File: config.mk
export PLATFORM = sky130hd
export DESIGN_NAME = queue_drain
export DESIGN_NICKNAME = d
export VERILOG_FILES = /design/src/rtl/queue_drain.sv
export SDC_FILE = /design/constraint.sdc
export NUM_CORES = 1
export LEC_CHECK = 0
export ABC_AREA = 1
export BUFFER_PORTS_ARGS = -buffer_cell sky130_fd_sc_hd__buf_2
export CORE_ASPECT_RATIO = 2
export CORE_MARGIN = 2
export CORE_UTILIZATION = 37
export DETAILED_ROUTE_END_ITERATION = 8
export GPL_TIMING_DRIVEN = 0
export PLACE_DENSITY_LB_ADDON = 0.05
export SLEW_MARGIN = 10
export SYNTH_ARGS = -nofsm -noshare
export SYNTH_HDL_FRONTEND = slang
export SYNTH_SLANG_ARGS = --single-unit
File: constraint.sdc
create_clock -name clk -period 2.4 [get_ports clk]
set_clock_uncertainty 0.05 [all_clocks]
set_input_delay 0.12 -clock clk [delete_from_list [all_inputs] [get_ports clk]]
set_output_delay 0.12 -clock clk [all_outputs]
set_load 0.02 [all_outputs]
File: src/rtl/queue_drain.sv
// -----------------------------------------------------------------------------
// queue_drain
//
// Downstream consumer of the SRAM-backed byte queue. It keeps a mirror of the
// queue occupancy by watching the queue's insert strobe, and issues single-cycle
// pop strobes to the queue. It absorbs the SRAM read latency with a shift
// register of pop flags, and re-presents the bytes on a valid/ready stream
// through a 2-entry output buffer. Downstream back-pressure therefore never
// loses data.
//
// Parameters:
//   DEPTH   queue capacity in bytes (must match the queue instance)
//   LVL_W   occupancy counter width, must hold 0..DEPTH inclusive
//   RD_LAT  cycles from a q_read_o pulse to valid data on q_data_i (>= 1)
//
// Ports:
//   clk            in   system clock, rising edge
//   rst            in   asynchronous, active-high reset
//   q_insert_i     in   the queue's insert strobe, one byte per high cycle
//   q_read_o       out  pop strobe to the queue, one pop per high cycle
//   q_data_i       in   queue read data, valid RD_LAT cycles after a pop
//   m_valid_o      out  output byte valid
//   m_data_o       out  output byte
//   m_ready_i      in   downstream accepts (transfer on m_valid_o && m_ready_i)
//   level_o        out  bytes held in the queue, excluding bytes already popped
//   overflow_o     out  sticky: an insert was seen while level_o == DEPTH
//   drained_cnt_o  out  (only with QUEUE_DRAIN_STATS_EN) count of completed
//                       output transfers, 16 bits, wrapping
//
// Optional feature macro: QUEUE_DRAIN_STATS_EN adds drained_cnt_o.
// -----------------------------------------------------------------------------
module queue_drain #(
    parameter int unsigned DEPTH  = 1024,
    parameter int unsigned LVL_W  = 11,
    parameter int unsigned RD_LAT = 1
) (
    input  logic             clk,
    input  logic             rst,
    input  logic             q_insert_i,
    output logic             q_read_o,
    input  logic [7:0]       q_data_i,
    output logic             m_valid_o,
    output logic [7:0]       m_data_o,
    input  logic             m_ready_i,
    output logic [LVL_W-1:0] level_o,
    output logic             overflow_o
`ifdef QUEUE_DRAIN_STATS_EN
    ,
    output logic [15:0]      drained_cnt_o
`endif
);

    // Wide enough for buffered (<= 2) plus every pipe stage set.
    localparam int unsigned OccW = $clog2(RD_LAT + 4);

    // Occupancy mirror and sticky overflow flag.
    logic [LVL_W-1:0] r_level;
    logic             r_overflow;

    // Latency pipe of pop flags; bit 0 is the newest pop.
    logic [RD_LAT-1:0] r_pipe;

    // 2-entry output buffer.
    logic [7:0] r_mem [2];
    logic       r_wptr;
    logic       r_rptr;
    logic [1:0] r_count;

    logic            w_pop;
    logic            w_wr;
    logic            w_xfer;
    logic [OccW-1:0] w_inflight;
    logic [OccW-1:0] w_occupancy;

    // ---------------------------------------------------------------------
    // Credit / pop issue
    // ---------------------------------------------------------------------
    assign w_xfer = (r_count != 2'd0) && m_ready_i;
    assign w_wr   = r_pipe[RD_LAT-1];

    always_comb begin
        w_inflight = '0;
        for (int i = 0; i < RD_LAT; i++) begin
            w_inflight = w_inflight + OccW'(r_pipe[i]);
        end
    end

    // A byte leaving the buffer this cycle frees its slot at the same edge.
    // Counting that slot as free is what allows one byte per cycle in steady
    // state with only two entries. The write side never overruns: buffered
    // plus in-flight is at most 2 after every edge.
    assign w_occupancy = OccW'(r_count) + w_inflight - OccW'(w_xfer);

    // The queue gives insert priority, so a pop during an insert would be lost.
    assign w_pop = (r_level != '0) && !q_insert_i && (w_occupancy < OccW'(2));

    assign q_read_o = w_pop;

    // ---------------------------------------------------------------------
    // Occupancy mirror
    // ---------------------------------------------------------------------
    always_ff @(posedge clk or posedge rst) begin
        if (rst) begin
            r_level    <= '0;
            r_overflow <= 1'b0;
        end else if (q_insert_i) begin
            if (r_level == LVL_W'(DEPTH)) begin
                // The queue drops the byte; the level holds at capacity.
                r_overflow <= 1'b1;
            end else begin
                r_level <= r_level + LVL_W'(1);
            end
        end else if (w_pop) begin
            r_level <= r_level - LVL_W'(1);
        end
    end

    assign level_o    = r_level;
    assign overflow_o = r_overflow;

    // ---------------------------------------------------------------------
    // Latency pipe
    // ---------------------------------------------------------------------
    generate
        if (RD_LAT == 1) begin : g_pipe_one
            always_ff @(posedge clk or posedge rst) begin
                if (rst) begin
                    r_pipe <= '0;
                end else begin
                    r_pipe <= w_pop;
                end
            end
        end else begin : g_pipe_multi
            always_ff @(posedge clk or posedge rst) begin
                if (rst) begin
                    r_pipe <= '0;
                end else begin
                    r_pipe <= {r_pipe[RD_LAT-2:0], w_pop};
                end
            end
        end
    endgenerate

    // ---------------------------------------------------------------------
    // Output buffer
    // ---------------------------------------------------------------------
    always_ff @(posedge clk or posedge rst) begin
        if (rst) begin
            r_mem[0] <= 8'h00;
            r_mem[1] <= 8'h00;
            r_wptr   <= 1'b0;
            r_rptr   <= 1'b0;
            r_count  <= 2'd0;
        end else begin
            if (w_wr) begin
                r_mem[r_wptr] <= q_data_i;
                r_wptr        <= ~r_wptr;
            end
            if (w_xfer) begin
                r_rptr <= ~r_rptr;
            end
            unique case ({w_wr, w_xfer})
                2'b10:   r_count <= r_count + 2'd1;
                2'b01:   r_count <= r_count - 2'd1;
                default: r_count <= r_count;
            endcase
        end
    end

    assign m_valid_o = (r_count != 2'd0);
    assign m_data_o  = r_mem[r_rptr];

`ifdef QUEUE_DRAIN_STATS_EN
    // ---------------------------------------------------------------------
    // Transfer statistics
    // ---------------------------------------------------------------------
    logic [15:0] r_drained;

    always_ff @(posedge clk or posedge rst) begin
        if (rst) begin
            r_drained <= 16'h0000;
        end else if (w_xfer) begin
            r_drained <= r_drained + 16'h0001;
        end
    end

    assign drained_cnt_o = r_drained;
`endif

    // ---------------------------------------------------------------------
    // Invariants
    // ---------------------------------------------------------------------
    a_no_buf_overrun : assert property (@(posedge clk) disable iff (rst)
        !(w_wr && !w_xfer && (r_count == 2'd2)));

    a_level_bounded : assert property (@(posedge clk) disable iff (rst)
        (r_level <= LVL_W'(DEPTH)));

    a_no_pop_on_insert : assert property (@(posedge clk) disable iff (rst)
        !(w_pop && q_insert_i));

endmodule

==> results.cfg <==
[worst_setup_path]
reg2reg_depth = 15
rr_startpoint = r_count[1]
worst_r2r_endpoint = level_o[8]
crit_path_max_fanout = 3
r2r_slack_ns = 0.31
cp.arrival_ns = 2.05
cp.required_ns = 2.23
cp-start-kind = register
critPathKind = register to output port
endpoint_kind = output port

[sta]
slew_headroom_pct = 50.6
slew_viol_final = 0
setup-tns-final_ns = 0
period_minus_slack_ns = 2.22
setup_viol = 0
rsz0062_at_grt = false
tightest_slew_ns = 0.740
timing.final.hold_violations = 0
min_period_over_period_pct = 92.6
max_clock_freq_ghz = 0.450

[final_layout]
layout-drive-gt1-share_pct = 22.1
area_growth_pct = 17.0
final_common_cell = nand2_1
filler_cell_count = 585
fin_nets = 348
layout_common_cells = 118 x nand2_1, 33 x buf_2, 33 x dfrtp_1
ff_latch_area_sq_um = 826
fin_cells = 386
multi_input_area_sq_mm = 0.00109
diodes = 0

[clock_network]
cts_root_buf = clkbuf_8
numCtsBuffers = 5
cts_tree = done
clkSlewWorstSetupHoldPaths_ns = 0.07
cts_max_level = 2
clkSinkCount = 33
clock_latency_ns = 0.29
clk_path_buf_depth = 2

[route]
vias = 1878
initialDrtViolationCount = 50
drc = 0
antenna_left = 0
vias_per_cell = 4.87
wl_microns = 5050
drtPass1Iterations = 4
wl_per_cell_microns = 13.1

[placed_design]
gp_congestion = 0.822
io_buffers = 33
dpl.cell_count = 376
place_hpwl_microns = 3840

[yosys]
synth_nets = 306
synth_fa_ha_area_share_pct = 7.34
synthArstFlopShare_pct = 100
yosysTopAreaCellShare_pct = 39.7
yosys_most_used_dff = dfrtp_1
netlist_instances = 283
synth-seq-cells = 33
synth_top_family_by_area = simple AND/OR/NAND/NOR gates
synth_xor_area_share_pct = 2.95
synth-simple-area-share_pct = 33.2
synthDistinctLibCells = 28
muxShareOfSynthArea_pct = 0
synthTopCellsByArea = dfrtp_1 40%, nand2_1 22%, inv_1 6.1%
synth_edf_count = 0
ys_warn_count = 0
yosysSeqAreaShare_pct = 39.7
avgSynthCellArea_sq_um = 7.35
synth_top_cell_by_area = dfrtp_1
synth_compound_area_share_pct = 8.30
netlist_area_sq_mm = 0.00208

[grt]
grt_usage_pct = 18.0
grt_pass1_vias = 1840
grt_start_max_net_pins = 34
grt-ovfl-total = 0
grt_antenna_before_repair = 0
grt_pass1_wl_microns = 8400

[power_and_ir_drop]
powerDensity_mw_per_mm2 = 1510
power_leakage_nw = 1.39
peakVddDrop_mv = 0.788

[hold_path]
worstHoldPathCells = 3
hold_path.class = input pin to register
hold_path_end = r_mem[15]
min-delay-start = q_data_i[7]

[floorplan]
core_sq_mm = 0.00542
die_w_microns = 57.0
start_util_pct = 38.4
io_pins = 34
rows = 38
die_y_microns = 110
dieArea_sq_mm = 0.00628

[run_status]
status = finished clean

[flow_run]
maxCapViolCount = 0
critical path, cell delays in order, from the launching register on:
cell and delay [ns]:
dfrtp_1 0.38, inv_2 0.06, nand2_2 0.07, nand2_2 0.05, inv_1 0.05, nand2_1 0.06, o21ai_2 0.08, nand2_1 0.08
fa_1 0.49, nand2_1 0.06, nor2_2 0.10, nand2_2 0.09, inv_2 0.06, buf_4 0.13
Yosys cell counts (2+ instances only):
master    count
a21oi_1       5
buf_6         3
dfrtp_1      33
fa_1          2
ha_1          9
inv_1        34
nand2_1     120
nand2_2       2
nand3_1      11
nand3_2       4
nand3b_1      2
nand4_1       2
nor2_1       17
o21ai_0      11
o21ai_2       9
or2_1         2
xor2_1        6
layer usage:
layer / routed length, microns / track usage, % / share of wire (%) / vias to the layer above
met4: 129 / 9.14 / 2.6 / 0
met2: 3040 / 36.9 / 60 / 32
li1: - / - / - / 959
met5: 0 / 0 / 0 / -
met3: 151 / 3.27 / 3.0 / 9
met1: 1730 / 15.7 / 34 / 878
state kept, by name (all words and copies together) (netlist names):
name / count
level_o: 11
overflow_o: 1
r_count: 2
r_mem: 16
r_pipe: 1
r_rptr: 1
r_wptr: 1
worst max path at each step:
stage,startpoint,to,cells past startpoint
after global routing,r_count[1],q_read_o,13
after CTS,r_count[1],q_read_o,13
after floorplan,r_count[1],level_o[10],15
after global placement,r_count[1],level_o[8],15
final,r_count[1],q_read_o,13
after detailed placement,r_count[1],level_o[8],15
power breakdown:
| group | total (mW) | internal, mW | leakage [nW] | switching (mW) |
|---|---|---|---|---|
| sequential | 1.05 | 0.839 | 0.402 | 0.210 |
| clock | 0.411 | 0.201 | 0.0450 | 0.211 |
| combinational | 2.23 | 0.812 | 0.944 | 1.41 |
stage by stage:
step	total power [mW]	utilization (%)	setup slack, ns	instance area [sq um]	hold WS, ns
after floorplan	2.66	-	0.183	2080	0.199
after global placement	3.25	42.8	0.112	2320	0.345
after detailed placement	3.27	42.8	0.104	2320	0.241
after CTS	3.72	44.7	0.00382	2420	0.0268
after global routing	4.07	44.9	0.00469	2430	0.0353
final	3.69	44.9	0.177	2430	0.0349
area by class of cell:
class	count	share of cell area (%)
tap	60	3.08
multi-input combinational	209	44.7
clock inverter	2	0.411
inverter	36	5.55
buffer	5	1.75
timing repair buffer	35	7.61
sequential	33	33.9
clock buffer	6	2.98
cell families (layout without fill, tap and decap cells):
family | count (synthesis) | after routing
AOI/OAI and AO/OA | 27 | 27
xor gates and xnor gates | 7 | 7
adders and majority gates | 11 | 11
buffers and inverters | 41 | 84
DFF | 33 | 33
and+or+nand+nor | 164 | 164
timing repair:
| item | in CTS | in global routing |
|---|---|---|
| endpoints found under the setup margin | 1 | 6 |
| gates resized for setup | 1 | 9 |
| buffers inserted | 1 | 0 |
| hold endpoints to repair | 33 | 0 |
| hold buffers | 1 | 0 |
| pin swaps | 0 | 2 |
No activity file was read; power rests on OpenSTA's default activity.
